## config.mk

```make
export PLATFORM = sky130hd
export DESIGN_NAME = program_loader
export DESIGN_NICKNAME = d
export VERILOG_FILES = /design/src/rtl/program_loader.sv
export SDC_FILE = /design/constraint.sdc
export NUM_CORES = 1
export LEC_CHECK = 0
export CAP_MARGIN = 5
export CORE_MARGIN = 4
export CORE_UTILIZATION = 50
export DETAILED_ROUTE_END_ITERATION = 6
export PLACE_DENSITY = 0.76
export SETUP_SLACK_MARGIN = 0.4
export SYNTH_ARGS = -nofsm -noshare
export SYNTH_HDL_FRONTEND = slang
export SYNTH_SLANG_ARGS = --single-unit
export TNS_END_PERCENT = 1
```

## constraint.sdc

```tcl
create_clock -name clk -period 3.3 [get_ports clk]
set_input_delay 0.33 -clock clk [delete_from_list [all_inputs] [get_ports clk]]
set_output_delay 0.33 -clock clk [all_outputs]
set_load 0.03 [all_outputs]
```

## src/rtl/program_loader.sv

```systemverilog
// Byte-stream program loader for the single-cycle RV32I core: assembles framed
// segments into instruction/data memory writes and supervises one run at a time.
module program_loader #(
    parameter logic [31:0] MAX_RUN_CYCLES = 32'd1_000_000
) (
    input  logic        clk,
    input  logic        rst,
    input  logic [7:0]  s_data,
    input  logic        s_valid,
    output logic        s_ready,
    output logic        Instruction_Write_Enable,
    output logic [31:0] Instruction_Write,
    output logic [31:0] Instruction_Address,
    output logic [31:0] Data_write_Data,
    output logic [31:0] Data_write_Address,
    output logic        core_rst_n,
    input  logic        Finish_Prog,
    output logic        busy,
    output logic        done,
    output logic        timeout,
    output logic        err,
    output logic [31:0] run_cycles
);

    typedef enum logic [2:0] {
        ST_IDLE  = 3'd0,
        ST_ADDR  = 3'd1,
        ST_COUNT = 3'd2,
        ST_DATA  = 3'd3,
        ST_WRITE = 3'd4,
        ST_RUN   = 3'd5,
        ST_HALT  = 3'd6,
        ST_ERR   = 3'd7
    } state_t;

    localparam logic [7:0] CMD_INSTR = 8'hA1;
    localparam logic [7:0] CMD_DATA  = 8'hA2;
    localparam logic [7:0] CMD_RUN   = 8'hA5;

    state_t      r_state;
    logic        r_ready;
    logic        r_busy;
    logic [1:0]  r_byte_cnt;
    logic [31:0] r_shift;
    logic [31:0] r_addr;
    logic [15:0] r_remain;
    logic        r_is_instr;
    logic        r_iwe;
    logic [31:0] r_iword;
    logic [31:0] r_iaddr;
    logic [31:0] r_dword;
    logic [31:0] r_daddr;
    logic        r_core_rst_n;
    logic        r_done;
    logic        r_timeout;
    logic        r_err;
    logic [31:0] r_run_cycles;

    logic        w_accept;
    logic [31:0] w_word;
    logic [15:0] w_count;
    logic        w_last_byte;
    logic        w_wdog;

    // Bytes arrive LSB first, so each new byte enters at the top of the shifter.
    assign w_accept    = s_valid & s_ready;
    assign w_word      = {s_data, r_shift[31:8]};
    assign w_count     = {s_data, r_shift[31:24]};
    assign w_last_byte = (r_byte_cnt == 2'd3);
    assign w_wdog      = (r_run_cycles == (MAX_RUN_CYCLES - 32'd1));

    // Ready is forced low while reset is held so no byte is taken during reset.
    assign s_ready                  = r_ready & ~rst;
    assign busy                     = r_busy;
    assign Instruction_Write_Enable = r_iwe;
    assign Instruction_Write        = r_iword;
    assign Instruction_Address      = r_iaddr;
    assign Data_write_Data          = r_dword;
    assign Data_write_Address       = r_daddr;
    assign core_rst_n               = r_core_rst_n;
    assign done                     = r_done;
    assign timeout                  = r_timeout;
    assign err                      = r_err;
    assign run_cycles               = r_run_cycles;

    // Loader state machine with all outputs registered alongside the state.
    always_ff @(posedge clk) begin
        if (rst) begin
            r_state      <= ST_IDLE;
            r_ready      <= 1'b1;
            r_busy       <= 1'b0;
            r_byte_cnt   <= 2'd0;
            r_shift      <= 32'd0;
            r_addr       <= 32'd0;
            r_remain     <= 16'd0;
            r_is_instr   <= 1'b0;
            r_iwe        <= 1'b0;
            r_iword      <= 32'd0;
            r_iaddr      <= 32'd0;
            r_dword      <= 32'd0;
            r_daddr      <= 32'd0;
            r_core_rst_n <= 1'b0;
            r_done       <= 1'b0;
            r_timeout    <= 1'b0;
            r_err        <= 1'b0;
            r_run_cycles <= 32'd0;
        end else begin
            r_iwe <= 1'b0;
            case (r_state)
                ST_IDLE: begin
                    if (w_accept) begin
                        r_done       <= 1'b0;
                        r_timeout    <= 1'b0;
                        r_run_cycles <= 32'd0;
                        r_byte_cnt   <= 2'd0;
                        r_busy       <= 1'b1;
                        case (s_data)
                            CMD_INSTR, CMD_DATA: begin
                                r_is_instr <= (s_data == CMD_INSTR);
                                r_state    <= ST_ADDR;
                            end
                            CMD_RUN: begin
                                r_state      <= ST_RUN;
                                r_ready      <= 1'b0;
                                r_core_rst_n <= 1'b1;
                            end
                            default: begin
                                r_state <= ST_ERR;
                                r_err   <= 1'b1;
                            end
                        endcase
                    end
                end
                ST_ADDR: begin
                    if (w_accept) begin
                        r_shift <= w_word;
                        if (w_last_byte) begin
                            r_addr     <= w_word;
                            r_byte_cnt <= 2'd0;
                            r_state    <= ST_COUNT;
                        end else begin
                            r_byte_cnt <= r_byte_cnt + 2'd1;
                        end
                    end
                end
                ST_COUNT: begin
                    if (w_accept) begin
                        r_shift <= w_word;
                        if (r_byte_cnt == 2'd1) begin
                            r_byte_cnt <= 2'd0;
                            r_remain   <= w_count;
                            if (w_count == 16'd0) begin
                                r_state <= ST_IDLE;
                                r_busy  <= 1'b0;
                            end else begin
                                r_state <= ST_DATA;
                            end
                        end else begin
                            r_byte_cnt <= r_byte_cnt + 2'd1;
                        end
                    end
                end
                ST_DATA: begin
                    if (w_accept) begin
                        r_shift <= w_word;
                        if (w_last_byte) begin
                            r_byte_cnt <= 2'd0;
                            r_state    <= ST_WRITE;
                            r_ready    <= 1'b0;
                            if (r_is_instr) begin
                                r_iwe   <= 1'b1;
                                r_iword <= w_word;
                                r_iaddr <= r_addr;
                            end else begin
                                r_dword <= w_word;
                                r_daddr <= r_addr;
                            end
                        end else begin
                            r_byte_cnt <= r_byte_cnt + 2'd1;
                        end
                    end
                end
                ST_WRITE: begin
                    r_addr   <= r_addr + 32'd4;
                    r_remain <= r_remain - 16'd1;
                    r_ready  <= 1'b1;
                    if (r_remain == 16'd1) begin
                        r_state <= ST_IDLE;
                        r_busy  <= 1'b0;
                    end else begin
                        r_state <= ST_DATA;
                    end
                end
                ST_RUN: begin
                    r_run_cycles <= r_run_cycles + 32'd1;
                    // A finish in the watchdog cycle wins, so timeout stays clear.
                    if (Finish_Prog || w_wdog) begin
                        r_state      <= ST_HALT;
                        r_core_rst_n <= 1'b0;
                        r_done       <= 1'b1;
                        r_timeout    <= ~Finish_Prog;
                    end
                end
                ST_HALT: begin
                    r_state <= ST_IDLE;
                    r_ready <= 1'b1;
                    r_busy  <= 1'b0;
                end
                ST_ERR: begin
                    r_ready <= 1'b1;
                end
                default: begin
                    r_state      <= ST_IDLE;
                    r_ready      <= 1'b1;
                    r_busy       <= 1'b0;
                    r_core_rst_n <= 1'b0;
                end
            endcase
        end
    end

endmodule

```

==> flow_metrics.py <==
metrics = {
    "setup_path": {
        "r2r_end": "r_addr[28]",
        "cp.required_ps": 3750,
        "critPathLaunchType": "flip-flop",
        "cp.arrival_ps": 3020,
        "end_kind": "flip-flop",
        "reg2reg_from": "r_state[2]",
        "worstPathMaxFanout": 17,
        "reg2regPathDepth": 5,
        "critical_path_class": "reg -> reg",
        "worst-r2r-setup-slack_ps": 730,
    },
    "place": {
        "routabilityCongestion": 0.854,
        "place_inst": 1752,
        "dp.final_hpwl_mm": 20.6,
        "io_buffers": 178,
        "post-place-ws_ps": 633,
        "placed_area_sq_um": 12500,
    },
    "finish": {
        "area_delta_synth_final_pct": 27.2,
        "multi_input_area_sq_um": 5220,
        "drive_gt1_share_pct": 6.87,
        "fin_nets": 1529,
        "fill_cells": 1759,
        "fin_cells": 1801,
        "register_area_sq_um": 4900,
        "fin_area_sq_um": 13400,
    },
    "pwr": {
        "p_leak_nw": 4.30,
        "vdd_drop_max_mv": 0.356,
        "p_per_area_nw_per_um2": 493,
    },
    "detailed_routing": {
        "finalWirelength_mm": 31.1,
        "route.detailed.drc": 0,
        "routedWlPerCell_um": 17.3,
        "vias_per_cell": 5.80,
        "drtIter0Drc": 932,
        "drt-pass1-iter-count": 6,
        "vias": 10448,
        "ant_nets": 0,
    },
    "floorplan": {
        "start_util_pct": 51.5,
        "fp-row-count": 52,
        "ioPinCount": 179,
        "die_area_sq_um": 23500,
        "die_width_um": 153,
        "dieHeight_um": 153,
        "core_sq_um": 20500,
    },
    "synthesis": {
        "synth_area_per_cell_sq_um": 7.64,
        "synth_top_area_cell": "dfxtp_1",
        "netlist_instances": 1382,
        "synth_xor_xnor_area_share_pct": 0.332,
        "synth_top_area_share_pct": 46.5,
        "yosys.area_share.simple_pct": 27.8,
        "synth_top_family_by_area": "simple AND/OR/NAND/NOR gates",
        "synthMuxAreaShare_pct": 2.11,
        "ys.flop_type": "dfxtp_1",
        "synth_common_cells": "399 x nand2_1, 245 x dfxtp_1, 211 x a21oi_1",
        "synth_seq_cells": 245,
        "synth_compound_area_share_pct": 18.2,
        "synth_edf_count": 0,
        "yosysMostFrequentCell": "nand2_1",
        "ys_types": 67,
        "synthTopCellsByArea": "dfxtp_1 46%, nand2_1 14%, a21oi_1 10%",
        "ys_seq_area_share_pct": 46.5,
        "synth_nets": 1401,
        "syn_area_sq_um": 10600,
        "synth-adder-area-share_pct": 0.830,
        "yosys_warnings": 0,
        "ys_async_sr_fraction_pct": 0,
    },
    "global_routing": {
        "grt_use_total_pct": 25.3,
        "grt_pass1_vias": 9621,
        "grt_max_degree": 95,
        "grt_overflow_total": 0,
        "grt_pass1_wl_mm": 50.5,
        "antenna_found_initial": 1,
    },
    "clocking": {
        "cts.path.max_buffers": 3,
        "cts_tree": "done",
        "cts_root_buf": "clkbuf_16",
        "numClockSinks": 245,
        "cts_hold_buf": 0,
        "htreeDepth": 1,
        "post_cts_buffers": 0,
        "cts-buffers-inserted": 26,
        "ctsResizeCount": 0,
        "path_clk_slew_ps": 60,
        "clk_latency_ps": 530,
    },
    "sta": {
        "tightest_slew_ps": 922,
        "period_minus_slack_ps": 2570,
        "grt_setup_unrepaired": "false",
        "setup_viol": 0,
        "skew_ps": 15.2,
        "finalHoldViolCount": 0,
        "min_period_over_period_pct": 77.9,
        "fin_ws_ps": 729,
        "fin_hold_ws_ps": 265,
        "slew_viol_final": 0,
        "fmax_mhz": 389,
        "relSlewSlack_pct": 38.5,
        "setup_tns_ps": 0,
    },
    "hold_path": {
        "hp-class": "in -> reg",
        "min_to": "err",
        "hp-start": "rst",
        "hold_path_depth": 2,
    },
    "flow_run": {
        "drv_cap": 0,
    },
    "status": {
        "outcome": "finished clean",
    },
}
## report_power, final
| part | leakage, nW | switching (W) | internal, W | total (W) |
|---|---|---|---|---|
| clock | 0.434 | 0.00123 | 0.00184 | 0.00306 |
| sequential | 1.97 | 0.0000721 | 0.00299 | 0.00307 |
| combinational | 1.89 | 0.000329 | 0.000165 | 0.000494 |
## cell families after synthesis
| family | after synthesis |
|---|---|
| buffers and inverters | 116 |
| AND/OR/NAND/NOR | 653 |
| XOR/XNOR | 4 |
| AO/OA/AOI/OAI | 337 |
| flip-flops | 245 |
| adder cells (fa/ha/maj) | 7 |
| multiplexers | 20 |
## critical path: stages, from the launching register on
cell and delay, ps:
dfxtp_1 630, or3b_1 690, nor3_4 500, nand3_1 180, or3_1 340, a31oi_1 150
## worst max path at each step
stage,start,end,slack [ps],cells after the start
6_report,r_state[2],r_addr[28],730,5
5_1_grt,r_state[2],r_addr[28],560,5
4_1_cts,r_state[2],r_addr[28],750,5
3_5_place_dp,s_valid,Data_write_Address[5],630,6
3_3_place_gp,s_valid,Data_write_Address[10],680,6
2_1_floorplan,run_cycles[11],run_cycles[31],1270,6
## area by class of cell
cell class	instances	share of cell area (%)
inverter	14	0.391
sequential	245	36.5
tap	270	2.52
antenna	2	0.0373
multi-input combinational	1021	38.9
timing repair buffer	202	14.9
clock buffer	32	5.24
clock inverter	15	1.49
## metal layers
metal	up-vias	wire length, um	GRT usage, %
met3	57	3050	6.28
met5	-	0	0
met4	0	646	6.87
met1	4898	13400	35.0
li1	5055	-	-
met2	438	14000	39.7
## layout by cell type (no fill, tap or decap), drive strengths merged, types with 3 or more instances in the layout
master / count
clkbuf: 32
o21ai: 39
mux2: 18
and3: 11
nor3b: 5
a31oi: 22
or2: 5
o311ai: 5
and2: 5
nand4: 29
and4: 5
nor2b: 6
dfxtp: 245
a21oi: 211
clkinvlp: 4
nand3b: 5
nor4: 13
or3: 12
nand3: 35
a41oi: 3
bufinv: 4
buf: 25
nand2b: 5
o211ai: 10
ha: 7
a221oi: 4
clkinv: 6
nor2: 75
nor3: 24
inv: 15
o31ai: 7
o32ai: 3
clkdlybuf4s50: 177
nand2: 399
a211oi: 15
or4: 10
## flip-flops by register name, indices dropped and copies added (netlist names), 3 cells and up
name	flops
run_cycles	32
r_remain	16
Data_write_Address	32
Instruction_Address	32
r_state	3
r_addr	32
Data_write_Data	32
Instruction_Write	32
r_shift	24
## metrics by stage
stage	util, %	total power [W]
6_report	65.5	0.00662
5_1_grt	65.5	0.00684
4_1_cts	65.5	0.00665
3_5_place_dp	61.1	0.00362
3_3_place_gp	61.1	0.00361
2_1_floorplan	-	0.00345
Power figures use the tool's default switching activity.
